$ cat config.mk
export PLATFORM = sky130hd
export DESIGN_NAME = ib32bit_fetch_ctrl_flat
export DESIGN_NICKNAME = d
export VERILOG_FILES = /design/src/rtl/ib32bit_fetch_ctrl_if.sv /design/src/rtl/ib32bit_fetch_ctrl.sv /design/src/flat_wrapper.sv
export SDC_FILE = /design/constraint.sdc
export NUM_CORES = 1
export LEC_CHECK = 0
export ABC_CLOCK_PERIOD_IN_PS = 2000
export CELL_PAD_IN_SITES_DETAIL_PLACEMENT = 2
export CELL_PAD_IN_SITES_GLOBAL_PLACEMENT = 2
export CORE_ASPECT_RATIO = 1.75
export CORE_UTILIZATION = 25
export CTS_BUF_LIST = sky130_fd_sc_hd__clkbuf_2
export DETAILED_ROUTE_END_ITERATION = 8
export PLACE_DENSITY_LB_ADDON = 0.1
export SETUP_SLACK_MARGIN = 0.1
export SYNTH_ARGS = -nofsm -noshare
export SYNTH_HDL_FRONTEND = slang
export SYNTH_SLANG_ARGS = --single-unit
$ cat constraint.sdc
create_clock -name clk -period 2 [get_ports clk]
set_input_delay 0.4 -clock clk [delete_from_list [all_inputs] [get_ports clk]]
set_output_delay 0.4 -clock clk [all_outputs]
set_load 0.01 [all_outputs]
$ cat src/rtl/ib32bit_fetch_ctrl_if.sv
// Instruction-memory and decode handshakes of the 32-bit instruction block fetch controller.
// The master modport is the fetch controller; the slave modport is the memory/decode side.
interface ib32bit_fetch_ctrl_if #(
  parameter int AWIDTH = 6,
  parameter int RWIDTH = 32
);
  logic              imem_req;
  logic [AWIDTH-1:0] imem_addr;
  logic              imem_ack;
  logic [RWIDTH-1:0] imem_rdata;
  logic              inst_valid;
  logic [RWIDTH-1:0] inst_data;
  logic [AWIDTH-1:0] inst_pc;
  logic              inst_ready;

  modport master (
    output imem_req, imem_addr, inst_valid, inst_data, inst_pc,
    input  imem_ack, imem_rdata, inst_ready
  );

  modport slave (
    input  imem_req, imem_addr, inst_valid, inst_data, inst_pc,
    output imem_ack, imem_rdata, inst_ready
  );
endinterface

$ cat src/rtl/ib32bit_fetch_ctrl.sv
// Fetch sequencer: owns the PC, issues imem req/ack reads and presents fetched words to decode.
// Handles redirect (highest priority), halt/restart and a sticky memory-timeout error.
module ib32bit_fetch_ctrl #(
  parameter int                 AWIDTH   = 6,
  parameter int                 RWIDTH   = 32,
  parameter logic [AWIDTH-1:0]  RESET_PC = '0,
  parameter int                 TIMEOUT  = 15
) (
  input  logic                  clk,
  input  logic                  rst,
  input  logic                  start,
  input  logic                  halt,
  input  logic [AWIDTH-1:0]     inc,
  input  logic                  redirect,
  input  logic [AWIDTH-1:0]     redirect_addr,
  ib32bit_fetch_ctrl_if.master  bus,
  output logic [AWIDTH-1:0]     pc,
  output logic                  busy,
  output logic                  err
);

  typedef enum logic [1:0] {S_IDLE, S_REQ, S_HOLD} state_t;

  // Last wait count before giving up; a REQ lasts at most TIMEOUT cycles.
  localparam logic [7:0] WLAST = 8'(TIMEOUT - 1);

  state_t            state, state_nx;
  logic [AWIDTH-1:0] pc_q, pc_nx;
  logic [AWIDTH-1:0] ipc_q, ipc_nx;
  logic [RWIDTH-1:0] data_q, data_nx;
  logic              valid_q, valid_nx;
  logic              err_q, err_nx;
  logic              busy_q;
  logic [7:0]        wcnt_q, wcnt_nx;

  function automatic logic [AWIDTH-1:0] pc_step(input logic [AWIDTH-1:0] cur,
                                                input logic [AWIDTH-1:0] step);
    return cur + step;
  endfunction

  always_ff @(posedge clk or posedge rst) begin
    if (rst) state <= S_IDLE;
    else     state <= state_nx;
  end

  always_comb begin
    state_nx = state;
    pc_nx    = pc_q;
    ipc_nx   = ipc_q;
    data_nx  = data_q;
    valid_nx = valid_q;
    err_nx   = err_q;
    wcnt_nx  = wcnt_q;
    unique case (state)
      S_IDLE: begin
        if (start) begin
          err_nx   = 1'b0;
          wcnt_nx  = '0;
          state_nx = S_REQ;
        end
      end
      S_REQ: begin
        if (redirect) begin
          pc_nx    = redirect_addr;
          valid_nx = 1'b0;
          wcnt_nx  = '0;
          state_nx = S_REQ;
        end else if (bus.imem_ack) begin
          data_nx  = bus.imem_rdata;
          ipc_nx   = pc_q;
          valid_nx = 1'b1;
          state_nx = S_HOLD;
        end else if (wcnt_q >= WLAST) begin
          err_nx   = 1'b1;
          wcnt_nx  = '0;
          state_nx = S_IDLE;
        end else begin
          wcnt_nx  = wcnt_q + 8'd1;
        end
      end
      S_HOLD: begin
        // A redirect drops the held word even if decode is ready this cycle.
        if (redirect) begin
          pc_nx    = redirect_addr;
          valid_nx = 1'b0;
          wcnt_nx  = '0;
          state_nx = S_REQ;
        end else if (bus.inst_ready) begin
          pc_nx    = pc_step(pc_q, inc);
          valid_nx = 1'b0;
          wcnt_nx  = '0;
          state_nx = halt ? S_IDLE : S_REQ;
        end
      end
      default: state_nx = S_IDLE;
    endcase
  end

  always_ff @(posedge clk or posedge rst) begin
    if (rst) begin
      pc_q    <= RESET_PC;
      ipc_q   <= '0;
      data_q  <= '0;
      valid_q <= 1'b0;
      err_q   <= 1'b0;
      busy_q  <= 1'b0;
      wcnt_q  <= '0;
    end else begin
      pc_q    <= pc_nx;
      ipc_q   <= ipc_nx;
      data_q  <= data_nx;
      valid_q <= valid_nx;
      err_q   <= err_nx;
      busy_q  <= (state_nx != S_IDLE);
      wcnt_q  <= wcnt_nx;
    end
  end

  assign bus.imem_req   = (state == S_REQ);
  assign bus.imem_addr  = pc_q;
  assign bus.inst_valid = valid_q;
  assign bus.inst_data  = data_q;
  assign bus.inst_pc    = ipc_q;
  assign pc             = pc_q;
  assign busy           = busy_q;
  assign err            = err_q;

endmodule

$ cat src/flat_wrapper.sv
// flat-port wrapper written by rule: the top's interface ports become plain ports
module ib32bit_fetch_ctrl_flat 
#(
  parameter int                 AWIDTH   = 6,
  parameter int                 RWIDTH   = 32,
  parameter logic [AWIDTH-1:0]  RESET_PC = '0,
  parameter int                 TIMEOUT  = 15
)
  (clk, rst, start, halt, inc, redirect, redirect_addr, pc, busy, err, bus_imem_req, bus_imem_addr, bus_inst_valid, bus_inst_data, bus_inst_pc, bus_imem_ack, bus_imem_rdata, bus_inst_ready);
  ib32bit_fetch_ctrl_if #(.AWIDTH(AWIDTH), .RWIDTH(RWIDTH)) bus_i ();
  input  logic clk;
  input  logic rst;
  input  logic start;
  input  logic halt;
  input  logic [AWIDTH-1:0] inc;
  input  logic redirect;
  input  logic [AWIDTH-1:0] redirect_addr;
  output logic [AWIDTH-1:0] pc;
  output logic busy;
  output logic err;
  output wire logic [$bits(bus_i.imem_req)-1:0] bus_imem_req;
  output wire logic [$bits(bus_i.imem_addr)-1:0] bus_imem_addr;
  output wire logic [$bits(bus_i.inst_valid)-1:0] bus_inst_valid;
  output wire logic [$bits(bus_i.inst_data)-1:0] bus_inst_data;
  output wire logic [$bits(bus_i.inst_pc)-1:0] bus_inst_pc;
  input wire logic [$bits(bus_i.imem_ack)-1:0] bus_imem_ack;
  input wire logic [$bits(bus_i.imem_rdata)-1:0] bus_imem_rdata;
  input wire logic [$bits(bus_i.inst_ready)-1:0] bus_inst_ready;
  assign bus_imem_req = bus_i.imem_req;
  assign bus_imem_addr = bus_i.imem_addr;
  assign bus_inst_valid = bus_i.inst_valid;
  assign bus_inst_data = bus_i.inst_data;
  assign bus_inst_pc = bus_i.inst_pc;
  assign bus_i.imem_ack = bus_imem_ack;
  assign bus_i.imem_rdata = bus_imem_rdata;
  assign bus_i.inst_ready = bus_inst_ready;
  ib32bit_fetch_ctrl #(.AWIDTH(AWIDTH), .RWIDTH(RWIDTH), .RESET_PC(RESET_PC), .TIMEOUT(TIMEOUT)) u_core (.clk(clk), .rst(rst), .start(start), .halt(halt), .inc(inc), .redirect(redirect), .redirect_addr(redirect_addr), .bus(bus_i), .pc(pc), .busy(busy), .err(err));
endmodule
==> impl_metrics.ini, run 1 <==
[sta]
final-hold-violation-count = 0
drv_slew = 0
period_needed_ns = 1.92
rsz0062_at_grt = true
finClkSkew_ns = 0.0243
setup_viol = 0
worst_pin_slew_ns = 0.333
relSlewSlack = 0.778
timing.final.ws_setup_ns = 0.0794
fmax_mhz = 521
timing.final.crit_share = 0.960

[global_routing]
grt_antenna_before_repair = 1
grtUsageTotal = 0.185
overflow = 0
grt_pass1_vias = 2986
grt_pass1_wl_microns = 14800
grt_start_max_net_pins = 58

[yosys]
ys_ff_latch = 57
synthArstFlopShare = 1.00
synth_simple_gate_area_frac = 0.267
synthCells = 299
syn_nets = 358
synth_edf_count = 0
synth_top_family_by_area = simple AND/OR/NAND/NOR gates
muxShareOfSynthArea = 0
synth-compound-area-share = 0.0833
synthFlopType = dfrtp_1
synthAdderAreaFrac = 0.0412
avgSynthCellArea_sq_um = 8.74
synth_warnings = 0
synth_cell_types = 35
seq_area_frac_synth = 0.546
synth-xor-area-share = 0.0101
synthesis.area_sq_um = 2610

[finish]
syn2layout_area_growth_pct = 67.2
postLayoutCoreUtil = 0.427
layout_common_cells = nand2_1 (125), dfrtp_1 (55), clkdlybuf4s50_1 (51), buf_4 (41), dlygate4sd2_1 (28)
drive_above_1_share = 0.179
nets = 502
final_common_cell = nand2_1
nFillCells = 1159

[floorplan]
die_area_sq_um = 10900
rows = 49
start_util = 0.255
fp.coreArea_sq_um = 10200
io_pins = 105
die_h_microns = 137
die_x_microns = 79.3

[setup_path]
startpoint_type = flip-flop
crit_required_ns = 2.39
cp-end-kind = flip-flop
crit_path_max_fanout = 4
r2r_cells = 7
criticalPathCategory = flip-flop to flip-flop
crit_arrival_ns = 2.31

[route]
wl_met1_microns = 3480
dr_wl_met2_microns = 5350
drtAntennaViolNets = 0
vias = 2637
drt-initial-drc-count = 96
dr_wl_met3_microns = 347
post_drt_via_cell_ratio = 4.58
wirelength_microns = 9410
dr.pass1.iters = 4
post_drt_wl_per_cell_microns = 16.3
drc = 0
highest_layer = met4

[pwr]
p_seq_frac = 0.326
internal_power_w = 0.00362
cellLeakagePower_nw = 2.38
total_power_w = 0.00588
switchingPower_w = 0.00226
combPwrFrac = 0.548
vdd_drop_max_uv = 642
swShare = 0.384
powerDensity_nw_per_um2 = 1350
power.share.clock = 0.127

[clock_network]
clock_latency_ns = 0.50
numCtsBuffers = 9
cts_tree = yes
clockBufferDepth = 2
cts_sinks = 57
clk_pin_slew_ns = 0.16
root_buffer = clkbuf_2
htree_levels = 3

[placement]
dp_slack_ns = -0.331
port_buffers = 104
routabilityCongestion = 0.759
hpwl_microns = 6670

[worst_hold_path]
holdCritPathClass = input pin to asynchronous set/reset pin

[job]
max_cap_viol_count = 0

[run_status]
status = complete, no violations
-- power by group through the flow --
stage	clock network, W	registers [W]	logic [W]
6_report	0.000745	0.00192	0.00322
5_1_grt	0.000840	0.00199	0.00354
3_5_place_dp	0	0.00200	0.00294
3_3_place_gp	0	0.00196	0.00286
2_1_floorplan	0	0.00218	0.00101
4_1_cts	0.000787	0.00194	0.00311
-- cells in the mapped netlist (6+ instances only) --
cell type,instances,area share
buf_2,8,0.015
a31oi_1,6,0.014
o21ai_0,8,0.015
inv_1,11,0.016
buf_4,6,0.017
ha_1,7,0.034
nor2_1,18,0.026
a21oi_1,8,0.015
nand2_1,125,0.18
dfrtp_1,57,0.55
-- sequential cells by signal, summed over array words and instances (netlist names) --
name                   cells
u_core.bus.imem_addr       6
u_core.state               2
u_core.bus.inst_valid      1
u_core.busy                1
u_core.wcnt_q              8
u_core.bus.inst_pc         6
u_core.err                 1
u_core.bus.inst_data      32
-- logic make-up after synthesis --
logic type,after synthesis
and+or+nand+nor,168
xor gates and xnor gates,3
buffers and inverters,28
adders and majority gates,8
AOI/OAI and AO/OA,35
DFF,57
-- routing by layer --
metal / GRT usage / up-vias
met5: 0 / -
met4: 0.0758 / 0
met3: 0.0457 / 13
met2: 0.359 / 67
met1: 0.182 / 1312
li1: - / 1245
-- metrics by stage --
step / setup TNS, ns / hold WS (ns) / cell area [sq um] / std cells
floorplan: 0 / 0.467 / 2610 / 299
global placement: -0.631 / 0.457 / 3930 / 537
detailed placement: -0.809 / 0.465 / 3930 / 537
CTS: 0 / 0.192 / 4180 / 564
global route: 0 / 0.194 / 4370 / 576
finish: 0 / 0.245 / 4370 / 576
-- worst max-delay path, cell delays in order (launching register included) --
cell       delay, ns
dfrtp_1         0.43
buf_6           0.13
ha_4            0.30
nand3_4         0.08
o2111ai_4       0.21
xor2_2          0.11
or3_1           0.39
and3_1          0.19
-- area by class of cell --
cell class / instances / area, sq um / area share
timing repair buffer: 150 / 1450 / 0.332
tap: 127 / 159 / 0.0364
antenna: 1 / 2.50 / 0.000573
inverter: 11 / 41.3 / 0.00945
sequential: 57 / 1430 / 0.327
multi-input combinational: 214 / 1180 / 0.271
clock buffer: 12 / 60.1 / 0.0137
clock inverter: 4 / 43.8 / 0.0100
-- what timing repair did --
item	4_1_cts	5_1_grt
hold endpoints to repair	0	0
setup endpoints to repair	33	27
gates resized for setup	43	33
cloned	0	0
setup buffers	11	11
pin swaps	6	10
hold buffers	0	0
-- worst paths after layout --
| check | startpoint | endpoint | slack [ns] |
|---|---|---|---|
| min in group clk | bus_imem_rdata[16] | u_core.bus.inst_data[16]$_DFFE_PP0P_ | 0.40 |
| worst min-delay path | rst | u_core.bus.inst_data[21]$_DFFE_PP0P_ | 0.24 |
| max in group asynchronous | rst | u_core.bus.imem_addr[1]$_DFFE_PP0P_ | 1.43 |
| worst min register to register | u_core.bus.inst_pc[5]$_DFFE_PP0P_ | u_core.bus.inst_pc[5]$_DFFE_PP0P_ | 0.49 |
| worst max-delay path | u_core.bus.imem_addr[4]$_DFFE_PP0P_ | u_core.bus.imem_addr[5]$_DFFE_PP0P_ | 0.08 |
| worst max register to register | u_core.bus.imem_addr[4]$_DFFE_PP0P_ | u_core.bus.imem_addr[5]$_DFFE_PP0P_ | 0.08 |
Note: power is estimated with default switching activity, not from simulation.
==> inputs of run 2 (changes only) <==
Settings changed: CTS_BUF_LIST sky130_fd_sc_hd__clkbuf_2 to sky130_fd_sc_hd__clkbuf_4, CTS_CLUSTER_DIAMETER set to 150.
==> run 2 against run 1 <==
  * Die area stayed put
  * Power fell by 2.4%
  * Worst setup slack better by 0.098 ns
  * Count of clock-buffer cells in the layout unchanged
  * Global-route usage is 1.0 points lower
  * Via count down 3.1%
==> impl_metrics.ini, run 2 (synthesis gave the netlist of run 1 again) <==
[route]
post_drt_via_cell_ratio = 4.60
wirelength_microns = 8750
drc = 0
drtAntennaViolNets = 0
post_drt_wl_per_cell_microns = 15.7
drt-initial-drc-count = 72
dr.pass1.iters = 4
vias = 2555

[finish]
nFillCells = 1169
syn2layout_area_growth_pct = 58.0
drive_above_1_share = 0.129
layout_common_cells = nand2_1 (125), clkdlybuf4s50_1 (95), dfrtp_1 (55), buf_4 (24), nor2_1 (18)
multiInputGateArea_sq_um = 1110
largest_register_ffs = 32
final_common_cell = nand2_1
final_area_sq_um = 4130
fin_cells = 556
regArea_sq_um = 1430
nets = 482

[sta]
finalSetupTns_ns = 0
holdWs_ns = 0.343
timing.final.crit_share = 0.911
finClkSkew_ns = 0.0148
setup_viol = 0
rsz0062_at_grt = true
period_needed_ns = 1.82
final-hold-violation-count = 0
relSlewSlack = 0.749
fmax_mhz = 549
worst_pin_slew_ns = 0.372
drv_slew = 0

[clock_network]
cts_hold_buffers = 0
clockBufferDepth = 2
htree_levels = 3
clk_pin_slew_ns = 0.10
clock_latency_ns = 0.42
cts_sinks = 57
numCtsBuffers = 9
root_buffer = clkbuf_4
cts_tree = yes

[floorplan]
fp.coreArea_sq_um = 10200
die_area_sq_um = 10900
die_x_microns = 79.3
rows = 49
die_h_microns = 137
start_util = 0.255
io_pins = 105

[pwr]
powerDensity_nw_per_um2 = 1390
cellLeakagePower_nw = 1.94
vdd_drop_max_uv = 550
internal_power_w = 0.00363
swShare = 0.369
total_power_w = 0.00574
switchingPower_w = 0.00212
p_seq_frac = 0.342
power.share.clock = 0.150
combPwrFrac = 0.508

[worst_hold_path]
holdCritPathClass = input pin to asynchronous set/reset pin

[setup_path]
crit_arrival_ns = 2.12
criticalPathCategory = input pin to flip-flop
cp-end-kind = flip-flop
crit_required_ns = 2.30
startpoint_type = input pin
crit_path_max_fanout = 2

[global_routing]
grt_pass1_wl_microns = 14100
grtUsageTotal = 0.175
grt_pass1_vias = 2895
overflow = 0
grt_start_max_net_pins = 58
grt_antenna_before_repair = 1

[placement]
port_buffers = 104
hpwl_microns = 6670
place_inst = 537
placed_area_sq_um = 3930
routabilityCongestion = 0.759

[run_status]
status = complete, no violations

[job]
max_cap_viol_count = 0
-- run 2: final cells by class --
cell class / count / area share
Multi-Input combinational cell: 214 / 0.269
Clock buffer: 12 / 0.0218
Timing Repair Buffer: 130 / 0.303
Tap cell: 127 / 0.0385
Clock inverter: 4 / 0.0106
Sequential cell: 57 / 0.346
Inverter: 11 / 0.0100
Antenna cell: 1 / 0.000606
-- run 2: critical path, stage by stage --
cell and delay, ns:
clkdlybuf4s50_1 0.51, ha_4 0.21, a21oi_2 0.19, o2111ai_2 0.16, xor2_1 0.18, or3_1 0.31, and3_1 0.16
-- run 2: repair_timing --
action | in CTS | in global routing
endpoints found under the setup margin | 10 | 5
gates resized for setup | 13 | 7
buffers inserted | 2 | 0
pin swaps | 1 | 3
-- run 2: stage by stage --
step	setup slack, ns	utilization
floorplan	0.200	-
global placement	-0.269	0.383
detailed placement	-0.331	0.383
CTS	0.0858	0.399
global route	0.0685	0.403
finish	0.178	0.403
-- run 2: final timing paths --
check                                                    start  slack [ns]  depth (start not counted)                                   end
setup / recovery                                        inc[1]        0.18                          7   u_core.bus.imem_addr[5]$_DFFE_PP0P_
setup reg to reg           u_core.bus.imem_addr[1]$_DFFE_PP0P_        0.18                          6   u_core.bus.imem_addr[5]$_DFFE_PP0P_
hold reg to reg            u_core.bus.inst_data[5]$_DFFE_PP0P_        0.49                          2   u_core.bus.inst_data[5]$_DFFE_PP0P_
hold / removal                                             rst        0.34                          3  u_core.bus.inst_data[21]$_DFFE_PP0P_
min in group clk           u_core.bus.inst_data[5]$_DFFE_PP0P_        0.49                          2   u_core.bus.inst_data[5]$_DFFE_PP0P_
max in group asynchronous                                  rst        1.36                          3   u_core.bus.imem_addr[1]$_DFFE_PP0P_
-- run 2: power by group through the flow --
| stage | logic (W) | registers, W | clock network [W] |
|---|---|---|---|
| 2_1_floorplan | 0.00101 | 0.00218 | 0 |
| 3_3_place_gp | 0.00286 | 0.00196 | 0 |
| 3_5_place_dp | 0.00294 | 0.00200 | 0 |
| 4_1_cts | 0.00296 | 0.00197 | 0.000904 |
| 5_1_grt | 0.00322 | 0.00204 | 0.000947 |
| 6_report | 0.00292 | 0.00196 | 0.000861 |
-- run 2: per-layer routing --
| metal | global-route usage | wire length (microns) | part of all wire |
|---|---|---|---|
| met2 | 0.341 | 4960 | 0.57 |
| met1 | 0.170 | 3200 | 0.37 |
| met3 | 0.0430 | 381 | 0.044 |
| met5 | 0 | 0 | 0 |
| met4 | 0.0727 | 212 | 0.024 |
